--- src/rtl/register_16bit_pkg.sv ---
// Shared defaults for the 16-bit byte-lane holding register.
package register_16bit_pkg;

    localparam int          HALF_WIDTH_DEF  = 8;
    localparam logic [15:0] RESET_VALUE_DEF = 16'h0000;

    // Assemble a full word from its high and low byte lanes.
    function automatic logic [15:0] join_lanes(input logic [7:0] high, input logic [7:0] low);
        return {high, low};
    endfunction

endpackage

--- src/rtl/register_16bit_byte_lane_reg.sv ---
// One byte lane: a load-enabled register with asynchronous active-high reset.
module byte_lane_reg #(
    parameter int                  WIDTH     = 8,
    parameter logic [WIDTH-1:0]    RESET_VAL = '0
) (
    input  logic             i_clock,
    input  logic             i_reset,
    input  logic             i_load,
    input  logic [WIDTH-1:0] i_data,
    output logic [WIDTH-1:0] o_q
);

    logic [WIDTH-1:0] r_q;

    // Lane storage: reset wins, otherwise capture on load, otherwise hold.
    always_ff @(posedge i_clock or posedge i_reset) begin
        if (i_reset) begin
            r_q <= RESET_VAL;
        end else if (i_load) begin
            r_q <= i_data;
        end else begin
            r_q <= r_q;
        end
    end

    assign o_q = r_q;

endmodule

--- src/rtl/register_16bit.sv ---
// 16-bit holding register assembled one byte lane at a time from an 8-bit bus.
module register_16bit
    import register_16bit_pkg::*;
#(
    parameter int                          HALF_WIDTH  = HALF_WIDTH_DEF,
    parameter logic [2*HALF_WIDTH-1:0]     RESET_VALUE = RESET_VALUE_DEF
) (
    input  logic                    clock,
    input  logic                    reset,
    input  logic                    loadhigh,
    input  logic                    loadlow,
    input  logic [HALF_WIDTH-1:0]   halfvaluein,
    output logic [2*HALF_WIDTH-1:0] valueout
);

    logic [HALF_WIDTH-1:0] w_high;
    logic [HALF_WIDTH-1:0] w_low;

    byte_lane_reg #(
        .WIDTH     (HALF_WIDTH),
        .RESET_VAL (RESET_VALUE[2*HALF_WIDTH-1:HALF_WIDTH])
    ) u_high_lane (
        .i_clock (clock),
        .i_reset (reset),
        .i_load  (loadhigh),
        .i_data  (halfvaluein),
        .o_q     (w_high)
    );

    byte_lane_reg #(
        .WIDTH     (HALF_WIDTH),
        .RESET_VAL (RESET_VALUE[HALF_WIDTH-1:0])
    ) u_low_lane (
        .i_clock (clock),
        .i_reset (reset),
        .i_load  (loadlow),
        .i_data  (halfvaluein),
        .o_q     (w_low)
    );

    // Output comes straight from the lane flops; no logic after them.
    assign valueout = {w_high, w_low};

endmodule

--- config.mk ---
export PLATFORM = sky130hd
export DESIGN_NAME = register_16bit
export DESIGN_NICKNAME = d
export VERILOG_FILES = /design/src/rtl/register_16bit_pkg.sv /design/src/rtl/register_16bit_byte_lane_reg.sv /design/src/rtl/register_16bit.sv
export SDC_FILE = /design/constraint.sdc
export NUM_CORES = 1
export LEC_CHECK = 0
export CORE_MARGIN = 1
export CORE_UTILIZATION = 40
export DETAILED_ROUTE_END_ITERATION = 10
export GPL_ROUTABILITY_DRIVEN = 0
export HOLD_SLACK_MARGIN = 0.12
export PLACE_DENSITY = 0.76
export SKIP_LAST_GASP = 1
export SLEW_MARGIN = 5
export SYNTH_ARGS = -nofsm -noshare
export SYNTH_HDL_FRONTEND = slang
export SYNTH_SLANG_ARGS = --single-unit
--- constraint.sdc ---
create_clock -name clock -period 0.85 [get_ports clock]
set_input_delay 0.085 -clock clock [delete_from_list [all_inputs] [get_ports clock]]
set_output_delay 0.085 -clock clock [all_outputs]
set_load 0.005 [all_outputs]
Yosys cells after proc, flatten, opt, wreduce, memory -nomap -nowiden
Cells that the tools add are included.
- register bits after elaboration: 16
- input port bits: 12
- output and inout bits: 16
- logic and storage cells: 2

Longest topological paths before layout
- depth in word-level cells: 0
- mapped depth: 2
- gate-level depth less buffers: 1

Hierarchy
A second synthesis with hierarchy kept.
- cells, all modules: 36
- area, all modules: 670.6 µm²
- by module, submodules not included (module ; instances ; cells an instance ; area each (µm²) ; seq. area each (µm²)):
    byte_lane_reg ; 2 ; 18 ; 335.3 ; 200.2

Least setup slack after synthesis
OpenSTA, ideal clock, no wires.
- kind: register -> register
- start point: register, netlist name u_high_lane.o_q[0]
- end point: register u_high_lane.r_q[0], in the netlist u_high_lane.o_q[0]
- setup time: 0.125 ns
- arrival time: 0.623 ns
- data required time: 0.725 ns
- setup slack: 0.102 ns
- stages on the path, launching flop included: 2
- buffers on the path: 0
- period minus slack after synthesis: 0.748 ns
- cell sequence: dfrtp_1 > mux2_4
- RTL lines (element ; line ; source):
    end signal, assigned ; register_16bit_byte_lane_reg.sv:20 ; r_q <= i_data;
    end signal, assigned ; register_16bit_byte_lane_reg.sv:22 ; r_q <= r_q;
    end, declared ; register_16bit_byte_lane_reg.sv:13 ; logic [WIDTH-1:0] r_q;

Worst setup path in the final report
- start point: register u_low_lane.r_q[3], in the netlist u_low_lane.o_q[3]
- end point: output valueout[3]
- RTL lines (element ; line ; source):
    start, declared ; register_16bit_byte_lane_reg.sv:13 ;
    start signal, assigned ; register_16bit_byte_lane_reg.sv:20 ;
    start signal, assigned ; register_16bit_byte_lane_reg.sv:22 ;
    end, declared ; register_16bit.sv:13 ; output logic [2*HALF_WIDTH-1:0] valueout
No word-level cell between the ends.

==> impl_metrics.tcl <==
set metrics [dict create \
    netsw_uw 395 \
    first_iter_violations 1 \
    switching_share_pct 21.8 \
    routed-wl-met3_um 70 \
    critPathCaptureType "output port" \
    max_cap_violations 0 \
    clock-sinks 16 \
    r2r-end "u_high_lane.o_q[7]" \
    detailroute.wirelength.met2_um 623 \
    design.final.nets 94 \
    clock_skew_after_layout_ns 0 \
    cts_tree "done" \
    vias_in_the_first_global_route 488 \
    timing_worst_slew_pin_value_ns 0.129 \
    place_hpwl_um 978 \
    setup_viol 30 \
    cellPowerDensity_nw_per_um2 1680 \
    pin_count_of_the_biggest_net_entering_global_routing 17 \
    worst_setup_hold_path_clk_slew_ns 0.09 \
    worst-r2r-setup-slack_ns -0.03 \
    vdd_ir_drop_max_mv 1.11 \
    grt_setup_unrepaired "true" \
    top_level_ports 28 \
    worstHoldPathType "input pin to flop" \
    worst_skew_pair.late_latency_ns 0.27 \
    maxSlewHeadroom_pct 91.4 \
    cts_root_buf "sky130_fd_sc_hd__clkbuf_4" \
    worst_hold_slack_ns 0.232 \
    cts_buffer_depth 2 \
    routed_wirelength_mm 1.26 \
    grt_antenna_before_repair 0 \
    power_leakage_nw 0.561 \
    run_status "finished, violations left" \
    via_per_inst 4.51 \
    yosys.cell_types.count 4 \
    critical_path.reg2reg.startpoint "u_high_lane.o_q[7]" \
    vias 437 \
    grt-ovfl-total 0 \
    core_um2 1520 \
    share_clk_of_total_power_pct 26.8 \
    cp_data_required_time_ns 0.76 \
    chipHeight_um 42.8 \
    power_report.internal_total_mw 1.42 \
    rows 14 \
    worst_hold_path.num_cells 3 \
    timing.final.hold_violations 0 \
    synth.net_count 47 \
    min_delay_worst_endpoint "u_high_lane.o_q[6]" \
    worst_ep_arrival_time_ns 0.81 \
    drt_pre_antenna_iters 2 \
    ys_warn_count 0 \
    startpoint_of_the_lowest_slack_hold_path "loadhigh" \
    place_area_um2 1060 \
    top_signal_layer_used "met3" \
    upper_clock_frequency_limit_mhz 1110 \
    critical_path.startpoint_type "flop" \
    antenna-diode-count 0 \
    final.fill_count 115 \
    width_of_the_chip_um 42.8 \
    synth-seq-cells 16 \
    met1_length_um 564 \
    critical-path-slowest-cell "sky130_fd_sc_hd__dfrtp_1" \
    pwr-share-seq_pct 48.7 \
    area_growth_syn_to_layout_pct 62.1 \
    synth_cells 35 \
    mean_cell_area_of_the_mapped_netlist_um2 19.1 \
    reg2regPathDepth 2 \
    crit_path_cell_trace "buf_2" \
    wire_per_inst_um 13.0 \
    layout-drive-gt1-share_pct 64.2 \
    port_buffers 27 \
    grt_first_pass_wirelength_mm 2.06 \
    die_area_um2 1830 \
    setup.worst_path.class "flop to output port" \
    drc 0 \
    period_minus_slack_ns 0.898 \
    cts-buffers-inserted 3 \
    bufs_and_invs_on_worst_path 1 \
    logic_gate_share_of_total_power_pct 24.5 \
    finish.cell_count_without_fillers 97 \
    placed_cells_incl_taps 91 \
    setup_ws_ns -0.0484 \
    cpLargestDelayFamily "flip-flops" \
    post-route-cell-area_um2 1080 \
    post-route-period-util_pct 106 \
    failed_checks "setup timing" \
    postRouteAntennaNets 0 \
    critical-path-max-stage-delay_ns 0.40 \
    htreeDepth 1 \
    initial_core_utilization_pct 43.8 \
    synthesized_area_um2 667 \
    path_max_fanout 2 \
    timing.final.max_slew_violations 0 \
    gr-usage-all-layers_pct 15.1 \
    synth_sequential_area_ratio_pct 60.0 \
]
[power by group through the flow]
stage	Clock (mW)	Combinational (mW)	Sequential, mW
floorplan	0	0.161	0.897
global placement	0	0.470	0.893
detailed placement	0	0.480	0.894
CTS	0.494	0.437	0.879
global route	0.527	0.476	0.892
finish	0.485	0.444	0.882
[per-layer routing]
layer | track usage (%) | up-vias
met4 | 1.88 | 0
met3 | 3.83 | 0
met1 | 19.3 | 209
li1 | - | 210
met2 | 26.4 | 18
met5 | 0 | -
[timing repair]
| action | CTS | global route |
|---|---|---|
| pin swaps | 0 | 0 |
| gates resized for setup | 69 | 7 |
| hold buffers | 1 | 0 |
| setup buffers | 9 | 0 |
| endpoints found under the setup margin | 29 | 29 |
| hold endpoints to repair | 16 | 0 |
[synth_stat cells]
cell type | number | share of area, %
sky130_fd_sc_hd__buf_6 | 2 | 3.4
sky130_fd_sc_hd__dfrtp_1 | 16 | 60
sky130_fd_sc_hd__inv_1 | 1 | 0.56
sky130_fd_sc_hd__mux2_4 | 16 | 36
[state kept, by name, indices dropped and copies added, names as in the netlist]
name and flops:
u_low_lane.o_q 8, u_high_lane.o_q 8
[kinds of logic after synthesis]
kind of cell / synth area share, %
muxes: 36.0
DFF: 60.0
buffers and inverters: 3.94
[area by class of cell]
type / count / area, um^2 / share of cell area, %
Timing Repair Buffer: 44 / 380 / 35.2
Clock buffer: 4 / 36.3 / 3.36
Tap cell: 16 / 20.0 / 1.85
Sequential cell: 16 / 400 / 37.0
Multi-Input combinational cell: 16 / 240 / 22.2
Inverter: 1 / 3.75 / 0.347
[worst max-delay path by stage]
stage,start,to,cells past startpoint
detailed placement,loadlow,u_low_lane.o_q[0],3
global route,u_low_lane.o_q[3],valueout[3],1
floorplan,u_high_lane.o_q[0],u_high_lane.o_q[0],1
global placement,loadhigh,u_high_lane.o_q[4],3
finish,u_low_lane.o_q[3],valueout[3],1
CTS,u_low_lane.o_q[3],valueout[3],1
[cell usage in the layout (no fill, tap or decap), drive strengths merged]
cell and count:
dlymetal6s2s 1, clkbuf 4, clkdlybuf4s50 10, mux2 16, dlygate4sd3 1, inv 1, dfrtp 16, buf 32
[stage by stage]
step                      power [mW]  utilization [%]  setup WS (ns)  TNS [ns]
after floorplan                 1.06                -          0.102         0
after global placement          1.36             69.5         -0.291     -5.50
after detailed placement        1.37             69.5         -0.311     -5.77
after CTS                       1.81             69.3        -0.0451    -0.850
after global routing            1.90             70.9        -0.0804     -1.55
final                           1.81             70.9        -0.0484    -0.768
(Power assumes the default switching activity.)
